[src/rtl/pi_bus_pkg.sv]
// Shared definitions for the Pi bus request handshake.
// Both the initiator (pi_bus_master) and the bus-side responder import this
// package, so the state names, opcode values and timeout byte stay in step.
package pi_bus_pkg;

  typedef enum logic [2:0] {
    IDLE,
    ADDR_HI,
    ADDR_LO,
    DATA,
    REQ,
    RELEASE,
    RESP
  } state_t;

  localparam int          ADDR_W        = 17;
  localparam logic [1:0]  OP_READ       = 2'b00;
  localparam logic [1:0]  OP_WRITE      = 2'b01;
  localparam logic [1:0]  OP_READ_NEXT  = 2'b10;
  localparam logic [1:0]  OP_WRITE_NEXT = 2'b11;
  localparam logic [7:0]  TIMEOUT_BYTE  = 8'hFF;

  // Sequential-access address step; wraps 1_FFFF -> 0_0000.
  function automatic logic [ADDR_W-1:0] addr_inc(input logic [ADDR_W-1:0] a);
    return a + ADDR_W'(1);
  endfunction

endpackage

[src/rtl/pi_done_sync.sv]
// Two-flop synchroniser for the arbiter's pi_done completion signal.
// Ports:
//   clk16  - 16 MHz master clock
//   res_b  - synchronous active-low reset, clears both flops
//   d      - asynchronous input
//   q      - synchronised output (two clk16 cycles of latency)
module pi_done_sync (
  input  logic clk16,
  input  logic res_b,
  input  logic d,
  output logic q
);

  logic sync_p0;
  logic sync_p1;

  always_ff @(posedge clk16) begin
    if (!res_b) begin
      sync_p0 <= 1'b0;
      sync_p1 <= 1'b0;
    end else begin
      // stage p0: first capture, may go metastable
      sync_p0 <= d;
      // stage p1: settled copy used by the FSM
      sync_p1 <= sync_p0;
    end
  end

  assign q = sync_p1;

endmodule

[src/rtl/pi_bus_master.sv]
// Initiator end of the Pi bus-request handshake.
// Decodes a byte-stream command channel into 17-bit bus reads/writes, runs a
// 4-phase pi_pending/pi_done handshake against the bus timing arbiter and
// returns read bytes (or TIMEOUT_BYTE after an aborted read) on a response stream.
// Ports:
//   clk16, res_b            - clock, synchronous active-low reset
//   rx_valid/rx_data/rx_ready - command byte stream in
//   tx_valid/tx_data/tx_ready - response byte stream out
//   pi_rw_b, pi_addr, pi_data_out - request presented to the arbiter
//   pi_data_in, pi_done     - arbiter read data and completion
//   pi_pending              - request outstanding
//   busy                    - FSM not idle
//   err                     - sticky timeout flag, cleared by the next opcode byte
module pi_bus_master #(
  parameter int TIMEOUT_CYCLES = 64,
  parameter int CNT_W          = 7
) (
  input  logic        clk16,
  input  logic        res_b,
  input  logic        rx_valid,
  input  logic [7:0]  rx_data,
  output logic        rx_ready,
  output logic        tx_valid,
  output logic [7:0]  tx_data,
  input  logic        tx_ready,
  output logic        pi_rw_b,
  output logic [16:0] pi_addr,
  output logic [7:0]  pi_data_out,
  input  logic [7:0]  pi_data_in,
  output logic        pi_pending,
  input  logic        pi_done,
  output logic        busy,
  output logic        err
);

  import pi_bus_pkg::*;

  state_t           state;
  state_t           state_nxt;
  logic             done_s;
  logic             seen_low;
  logic [CNT_W-1:0] cnt;
  logic             tmo;
  logic             done_ok;

  pi_done_sync u_done_sync (
    .clk16 (clk16),
    .res_b (res_b),
    .d     (pi_done),
    .q     (done_s)
  );

  assign tmo     = (cnt == CNT_W'(TIMEOUT_CYCLES - 1));
  // A done level that was already high on entry to REQ is stale; only a
  // low-then-high sequence inside REQ counts as completion.
  assign done_ok = done_s && seen_low;

  always_ff @(posedge clk16) begin
    if (!res_b) state <= IDLE;
    else        state <= state_nxt;
  end

  always_comb begin
    state_nxt = state;
    case (state)
      IDLE: begin
        if (rx_valid) begin
          case (rx_data[7:6])
            OP_READ, OP_WRITE: state_nxt = ADDR_HI;
            OP_READ_NEXT:      state_nxt = REQ;
            default:           state_nxt = DATA;
          endcase
        end
      end
      ADDR_HI: if (rx_valid) state_nxt = ADDR_LO;
      ADDR_LO: if (rx_valid) state_nxt = pi_rw_b ? REQ : DATA;
      DATA:    if (rx_valid) state_nxt = REQ;
      REQ:     if (done_ok || tmo) state_nxt = RELEASE;
      RELEASE: begin
        if (!done_s)  state_nxt = pi_rw_b ? RESP : IDLE;
        else if (tmo) state_nxt = IDLE;
      end
      RESP:    if (tx_ready) state_nxt = IDLE;
      default: state_nxt = IDLE;
    endcase
  end

  always_comb begin
    rx_ready   = 1'b0;
    busy       = (state != IDLE);
    pi_pending = (state == REQ);
    tx_valid   = (state == RESP);
    // Gated by res_b so the stream is closed while reset is held.
    if (res_b && (state == IDLE || state == ADDR_HI || state == ADDR_LO || state == DATA))
      rx_ready = 1'b1;
  end

  always_ff @(posedge clk16) begin
    if (!res_b) begin
      cnt         <= '0;
      seen_low    <= 1'b0;
      err         <= 1'b0;
      pi_rw_b     <= 1'b1;
      pi_addr     <= '0;
      pi_data_out <= '0;
      tx_data     <= '0;
    end else begin
      // Timeout count restarts on every state change, so REQ and RELEASE
      // each get a fresh budget.
      if (state_nxt != state || !(state == REQ || state == RELEASE))
        cnt <= '0;
      else
        cnt <= cnt + CNT_W'(1);

      if (state != REQ && state_nxt == REQ)
        seen_low <= 1'b0;
      else if (state == REQ && !done_s)
        seen_low <= 1'b1;

      case (state)
        IDLE: begin
          if (rx_valid) begin
            err     <= 1'b0;
            pi_rw_b <= ~rx_data[6];
            if (rx_data[7]) pi_addr     <= addr_inc(pi_addr);
            else            pi_addr[16] <= rx_data[0];
          end
        end
        ADDR_HI: if (rx_valid) pi_addr[15:8] <= rx_data;
        ADDR_LO: if (rx_valid) pi_addr[7:0]  <= rx_data;
        DATA:    if (rx_valid) pi_data_out   <= rx_data;
        REQ: begin
          if (done_ok) begin
            if (pi_rw_b) tx_data <= pi_data_in;
          end else if (tmo) begin
            err <= 1'b1;
            if (pi_rw_b) tx_data <= TIMEOUT_BYTE;
          end
        end
        RELEASE: if (done_s && tmo) err <= 1'b1;
        default: ;
      endcase
    end
  end

endmodule
[config.mk]
export PLATFORM = sky130hd
export DESIGN_NAME = pi_bus_master
export DESIGN_NICKNAME = d
export VERILOG_FILES = /design/src/rtl/pi_bus_pkg.sv /design/src/rtl/pi_done_sync.sv /design/src/rtl/pi_bus_master.sv
export SDC_FILE = /design/constraint.sdc
export NUM_CORES = 1
export LEC_CHECK = 0
export CAP_MARGIN = 30
export CORE_ASPECT_RATIO = 0.75
export CORE_UTILIZATION = 50
export DETAILED_ROUTE_END_ITERATION = 16
export PLACE_DENSITY = 0.9
export RECOVER_POWER = 50
export SLEW_MARGIN = 20
export SYNTH_ARGS = -nofsm -noshare
export SYNTH_HDL_FRONTEND = slang
export SYNTH_SLANG_ARGS = --single-unit
[constraint.sdc]
create_clock -name clk16 -period 2.3 [get_ports clk16]
set_input_delay 0.575 -clock clk16 [delete_from_list [all_inputs] [get_ports clk16]]
set_output_delay 0.575 -clock clk16 [all_outputs]
set_load 0.05 [all_outputs]
Word level (Yosys, flattened, before mapping). Index checks and enable logic that the tools add are counted. Widths: inputs -> output; s select.

Register bits: 48. Bits in latches: 0. Bits in writable memories: 0. Memory bits (read-only): 0. Bits of input ports: 21. Output and inout port bits: 39. Word-level logic and storage cells: 94. Memories: 0.

Add/subtract/negate cells: 2. Multiply operators: 0. Div/mod/pow operators: 0. Magnitude comparators: 0. Equal/unequal tests: 21. Shift operators: 0. Muxes and demuxes: 28. Bitwise logic cells: 2. Reduce and logical (&&, ||, !) cells: 29.

Operator list (count): $mux 8 (5); $mux 16 (2); $pmux 8 s2 (2); $mux 3 (10); $pmux 3 s7 (1); $add 17x1->17 const B (1); $ne 2x2->1 const B (7); $eq 3x3->1 const B (4); $reduce_and 4->1 (3); $add 7x1->7 const B (1); $eq 7x6->1 const B (1); $eq 3x2->1 const B (2); $logic_or 1x1->1 (6); $mux 1 (6); $pmux 3 s2 (1); $reduce_bool 2->1 (3); $reduce_bool 3->1 (2); $reduce_or 2->1 (3); $logic_and 1x1->1 (5); $reduce_and 5->1 (1); $ne 2x1->1 const B (2); $reduce_and 2->1 (2); $eq 3x1->1 const B (1); $logic_not 3->1 (1); 8 further kinds (10).

Logic depth before layout (Yosys ltp).
Depth in word-level cells: 8. Mapped depth: 6. Gate-level depth less buffers: 5.

By module. From an unflattened synthesis, not the netlist that was laid out.

Cell total of the unflattened synthesis: 298. Area, all modules: 2487.4 um^2.

By module, submodules not included: pi_bus_master (times used 1, cells each 294, area an instance 2434.8 um^2, sequential area each 920.9 um^2); pi_done_sync (times used 1, cells each 4, area an instance 52.6 um^2, sequential area each 40.0 um^2).

Least setup slack after synthesis. No wires, ideal clock.

Path kind: reg2out. Start: register state[1]. End: output tx_valid. Arrival time: 1613 ps. Data required time: 1725 ps. Path slack: 112 ps. Cell stages (with the launch flop): 5. Buffers on the path: 2. Cell sequence: dfxtp_1 clkbuf_1 clkbuf_1 inv_1 nor2_1.

Word-level cells in the longest chain between the ends: 1.

Ends and longest elaborated chain: start: declaration (line pi_bus_master.sv:38) `state_t state;`; start signal: assignment (line pi_bus_master.sv:60) `else state <= state_nxt;`; $eq 3x3->1 (line pi_bus_master.sv:92) `tx_valid = (state == RESP);`; end: declaration (line pi_bus_master.sv:23) `output logic tx_valid,`.

Every way passes these cells.

Worst setup path after layout.
Start: input rx_valid. End: register cnt[6].

Word-level cells in the longest chain between the ends: 5. Elaborated cells between the ends (all ways): 8. Classes of those cells: eq/ne: 1; mux: 5; reduce/logical: 2.

Ends and longest elaborated chain: start: declaration (line pi_bus_master.sv:20) `input logic rx_valid,`; $mux 3, on equally long branches; $pmux 3 s7 * (line pi_bus_master.sv:65) `case (state)`; $ne 3x3->1 * (line pi_bus_master.sv:110) `if (state_nxt != state || !(state == REQ || state == RELEASE))`; $logic_or 1x1->1 * (line pi_bus_master.sv:110); $reduce_or 2->1 (no source line) *; end signal: assignment (line pi_bus_master.sv:113) `cnt <= cnt + CNT_W'(1);`; end: declaration (line pi_bus_master.sv:42) `logic [CNT_W-1:0] cnt;`.

Mark *: on every way between the ends. The rest lies on a longest branch, timed or not. A chain may end at the register's enable or synchronous reset.

==> impl_results.md <==
* CTS buffer count at 5
* Synth Area in Compound Gates at 25.8%
* IO buf count at 59
* Net Count, Synth at 323
* Number of synthesized flops with an enable pin at 0
* Top cells by area, synth: dfxtp_1 38%, nand2_1 5.8%, a21oi_1 5.6%
* Setup crit end kind: register
* CP max FO at 8
* Mux cell area share after synthesis at 1.25%
* Clk_skew at 0.00788 ns
* Post-Syn Area at 2510 µm²
* Setup ws final at 0.0851 ns
* Leading area contributor after synthesis: dfxtp_1
* Delay-heaviest family, CP: simple AND/OR/NAND/NOR gates
* Worst path required time at 2.49 ns
* Period utilisation layout at 96.3%
* R2R Setup Slk at 0.22 ns
* Combinational Power Share at 26.7%
* Remaining DRCs at 0
* Count of warnings emitted by yosys at 0
* Critical path startpoint: rx_valid
* Total GRT Usage at 28.0%
* CP Launch Type: input port
* H-tree depth at 2
* Crit path DAT at 2.41 ns
* Clock power share at 26.4%
* Sequential cell area at 963 µm²
* Simple-Gate Fraction of Synth Area at 28.7%
* DR WL/cell at 16.7 µm
* R2r startpoint: cnt[0]$_SDFF_PP0_
* Final Hold Fails at 0
* Yosys reg bits at 48
* Synth top area share at 38.3%
* Hold Path Class: register to register
* Worst path bufs/invs at 1
* Setup CP Type: input port to register
* Area added between synthesis and finish at 35.0%
* Die ar. at 5310 µm²
* Core area at 4620 µm²
* CP cell instances: clkdlybuf4s50_1 > or4b_1 > o32ai_4 > a211oi_2 > nor4_2
* Post-CTS Setup Bufs at 0
* Synth Instances at 300
* Clk sinks at 48
* Fin Setup TNS at 0 ns
* Initial Util at 54.2%
* Drt first pass iters at 5
* RSZ-0062 raised after global routing: false
* Post-DP HPWL at 5150 µm
* Initial drt markers at 305
* Worst path max stage delay at 0.56 ns
* Die width at 83.8 µm
* Post-CTS Hold Buffers at 0
* Hold Path Origin: u_done_sync.sync_p0$_SDFF_PN0_
* Initial antenna violation count at 0
* Power Internal at 0.00132 W
* Distinct cell type count after synthesis at 57
* CP max stage cell: clkdlybuf4s50_1
* ANT cells at 0
* Share of cells above drive strength 1 at 14.6%
* Pre-CTS setup slack at -0.204 ns
* Sequential power share at 46.8%
* Clk buf depth at 2
* Sw Share at 32.2%
* Final setup viols at 0
* Global-route wire length before repair at 12000 µm
* Syn_area_per_cell at 8.36 µm²
* Io pins at 60
* Async set-reset flop share out of synthesis at 0%
* Skew-Pair Late Insertion Delay at 0.29 ns
* Status: finished, final reports clean
* Register area share after synthesis at 38.3%
* Layout fillers at 351
* Slew HR at 55.8%
* Routed wire length at 7140 µm
* DIE HEIGHT at 63.3 µm
* CTS root buf: clkbuf_8
* Max cap viols at 0
* CTS tree: done
* Fmax achieved at 451 MHz
* Vias at 2715
* Synth Area in Adders at 0.998%
* Area of the multi-input gates at 1470 µm²
* Peak VDD IR at 414 µV
* Largest net degree at the start of global routing at 23
* Ys flop type: dfxtp_1
* Final net count at 392
* Clk slew on worst S/H paths at 0.08 ns
* Via density per instance at 6.36
* GRT overflow at 0
* Synth Area in XOR/XNOR at 1.40%
* Main combinational cell family by area after synthesis: simple AND/OR/NAND/NOR gates
* Cell row count at 21
* Pwr per Cell Area at 574 nW/µm²
* Gp weighted congestion at 0.872
* Lkg Pwr at 1.21 nW
* Switching power total at 0.000627 W
* Measured slew at the worst slew-check pin at 0.660 ns
* Slew Limit Fails at 0
* Final Critical Period at 2.21 ns
* Hold WS at 0.438 ns
* Vias in the first global route at 2481
* ANT nets after route at 0
cells in the mapped netlist, types with 3 or more instances:
cell	number
o21ai_0	12
a21oi_1	28
nor3b_1	3
nand2_1	39
o21a_1	3
nor2b_1	6
and4_1	4
or3_1	3
nand3_1	9
or4_1	3
or3b_2	3
nor4_1	7
a211oi_1	3
o211a_1	3
a31oi_1	7
nor3_1	7
o211ai_1	3
o221a_2	10
buf_2	4
nand2b_1	3
inv_1	5
nor2_1	21
nand4_1	7
clkbuf_1	13
dfxtp_1	48
and2_1	4
power groups by stage:
stage               clock network [W]  logic (W)  registers (W)
global route                 0.000565   0.000551       0.000917
finish                       0.000514   0.000520       0.000911
global placement                    0   0.000502       0.000925
floorplan                           0   0.000243       0.000984
detailed placement                  0   0.000511       0.000927
CTS                          0.000523   0.000516       0.000908
area by class of cell:
| class | count | share of cell area (%) |
|---|---|---|
| Sequential cell | 48 | 28.5 |
| Inverter | 5 | 0.554 |
| Clock inverter | 1 | 0.222 |
| Timing Repair Buffer | 79 | 22.8 |
| Clock buffer | 7 | 2.55 |
| Multi-Input combinational cell | 230 | 43.3 |
| Tap cell | 57 | 2.11 |
through the flow:
stage               instance area, µm²  util (%)  std cells  total power (W)
floorplan                         2510         -        300          0.00123
global placement                  3290      71.2        419          0.00143
detailed placement                3290      71.2        419          0.00144
CTS                               3380      73.2        427          0.00195
global route                      3390      73.2        427          0.00203
finish                            3390      73.2        427          0.00194
sequential cells by signal (all words and copies together) (netlist names), 3 cells and up:
register	cells
pi_addr	17
pi_data_out	8
tx_data	8
cnt	7
state	3
worst reg2reg max path, stage by stage, from the launching register on:
cell and delay, ns:
dfxtp_1 0.37, ha_1 0.21, nand3_1 0.16, or4b_1 0.52, a211oi_2 0.54, nor4_1 0.14
routing by layer:
| metal | vias to the layer above | track usage [%] | part of all wire (%) |
|---|---|---|---|
| li1 | 1268 | - | - |
| met1 | 1255 | 39.6 | 45 |
| met2 | 177 | 43.8 | 44 |
| met3 | 15 | 5.90 | 9.8 |
| met4 | 0 | 6.36 | 1.5 |
| met5 | - | 0 | 0 |
final timing paths:
check | end | cells after the start
worst max-delay path | cnt[6]$_SDFF_PP0_ | 5
worst max register to register | cnt[3]$_SDFF_PP0_ | 5
worst min register to register | u_done_sync.q$_SDFF_PN0_ | 1
worst min-delay path | u_done_sync.q$_SDFF_PN0_ | 1
cells in the final DEF (no fill, tap or decap), types with 3 or more instances in the layout:
cell type	Yosys	routed
o211ai_1	3	3
nor4_1	7	6
clkbuf_1	13	3
a211oi_1	3	3
or3_1	3	3
clkbuf_8	0	6
nand3_1	9	9
o221a_2	10	10
buf_4	0	18
or3b_2	3	3
nor3_1	7	7
buf_12	0	4
o21a_1	3	3
nor2_1	21	21
dfxtp_1	48	46
inv_1	5	5
nor2b_1	6	6
o211a_1	3	3
o21ai_0	12	12
dlygate4sd3_1	0	10
nand2b_1	3	3
and4_1	4	4
nor3b_1	3	3
a31oi_1	7	7
or4_1	3	3
nand2_1	39	39
and2_1	4	4
a21oi_1	28	28
nand4_1	7	7
clkdlybuf4s50_1	0	45
cell families after synthesis:
group	count (synthesis)
AOI/OAI and AO/OA	89
buffers and inverters	22
DFF	48
adders and majority gates	2
muxes	3
and+or+nand+nor	132
xor gates and xnor gates	4
what timing repair did:
action                                  4_1_cts  5_1_grt
hold endpoints to repair                      0        0
resized for setup                             0        3
endpoints found under the setup margin        0        3
Power figures use the tool's default switching activity.
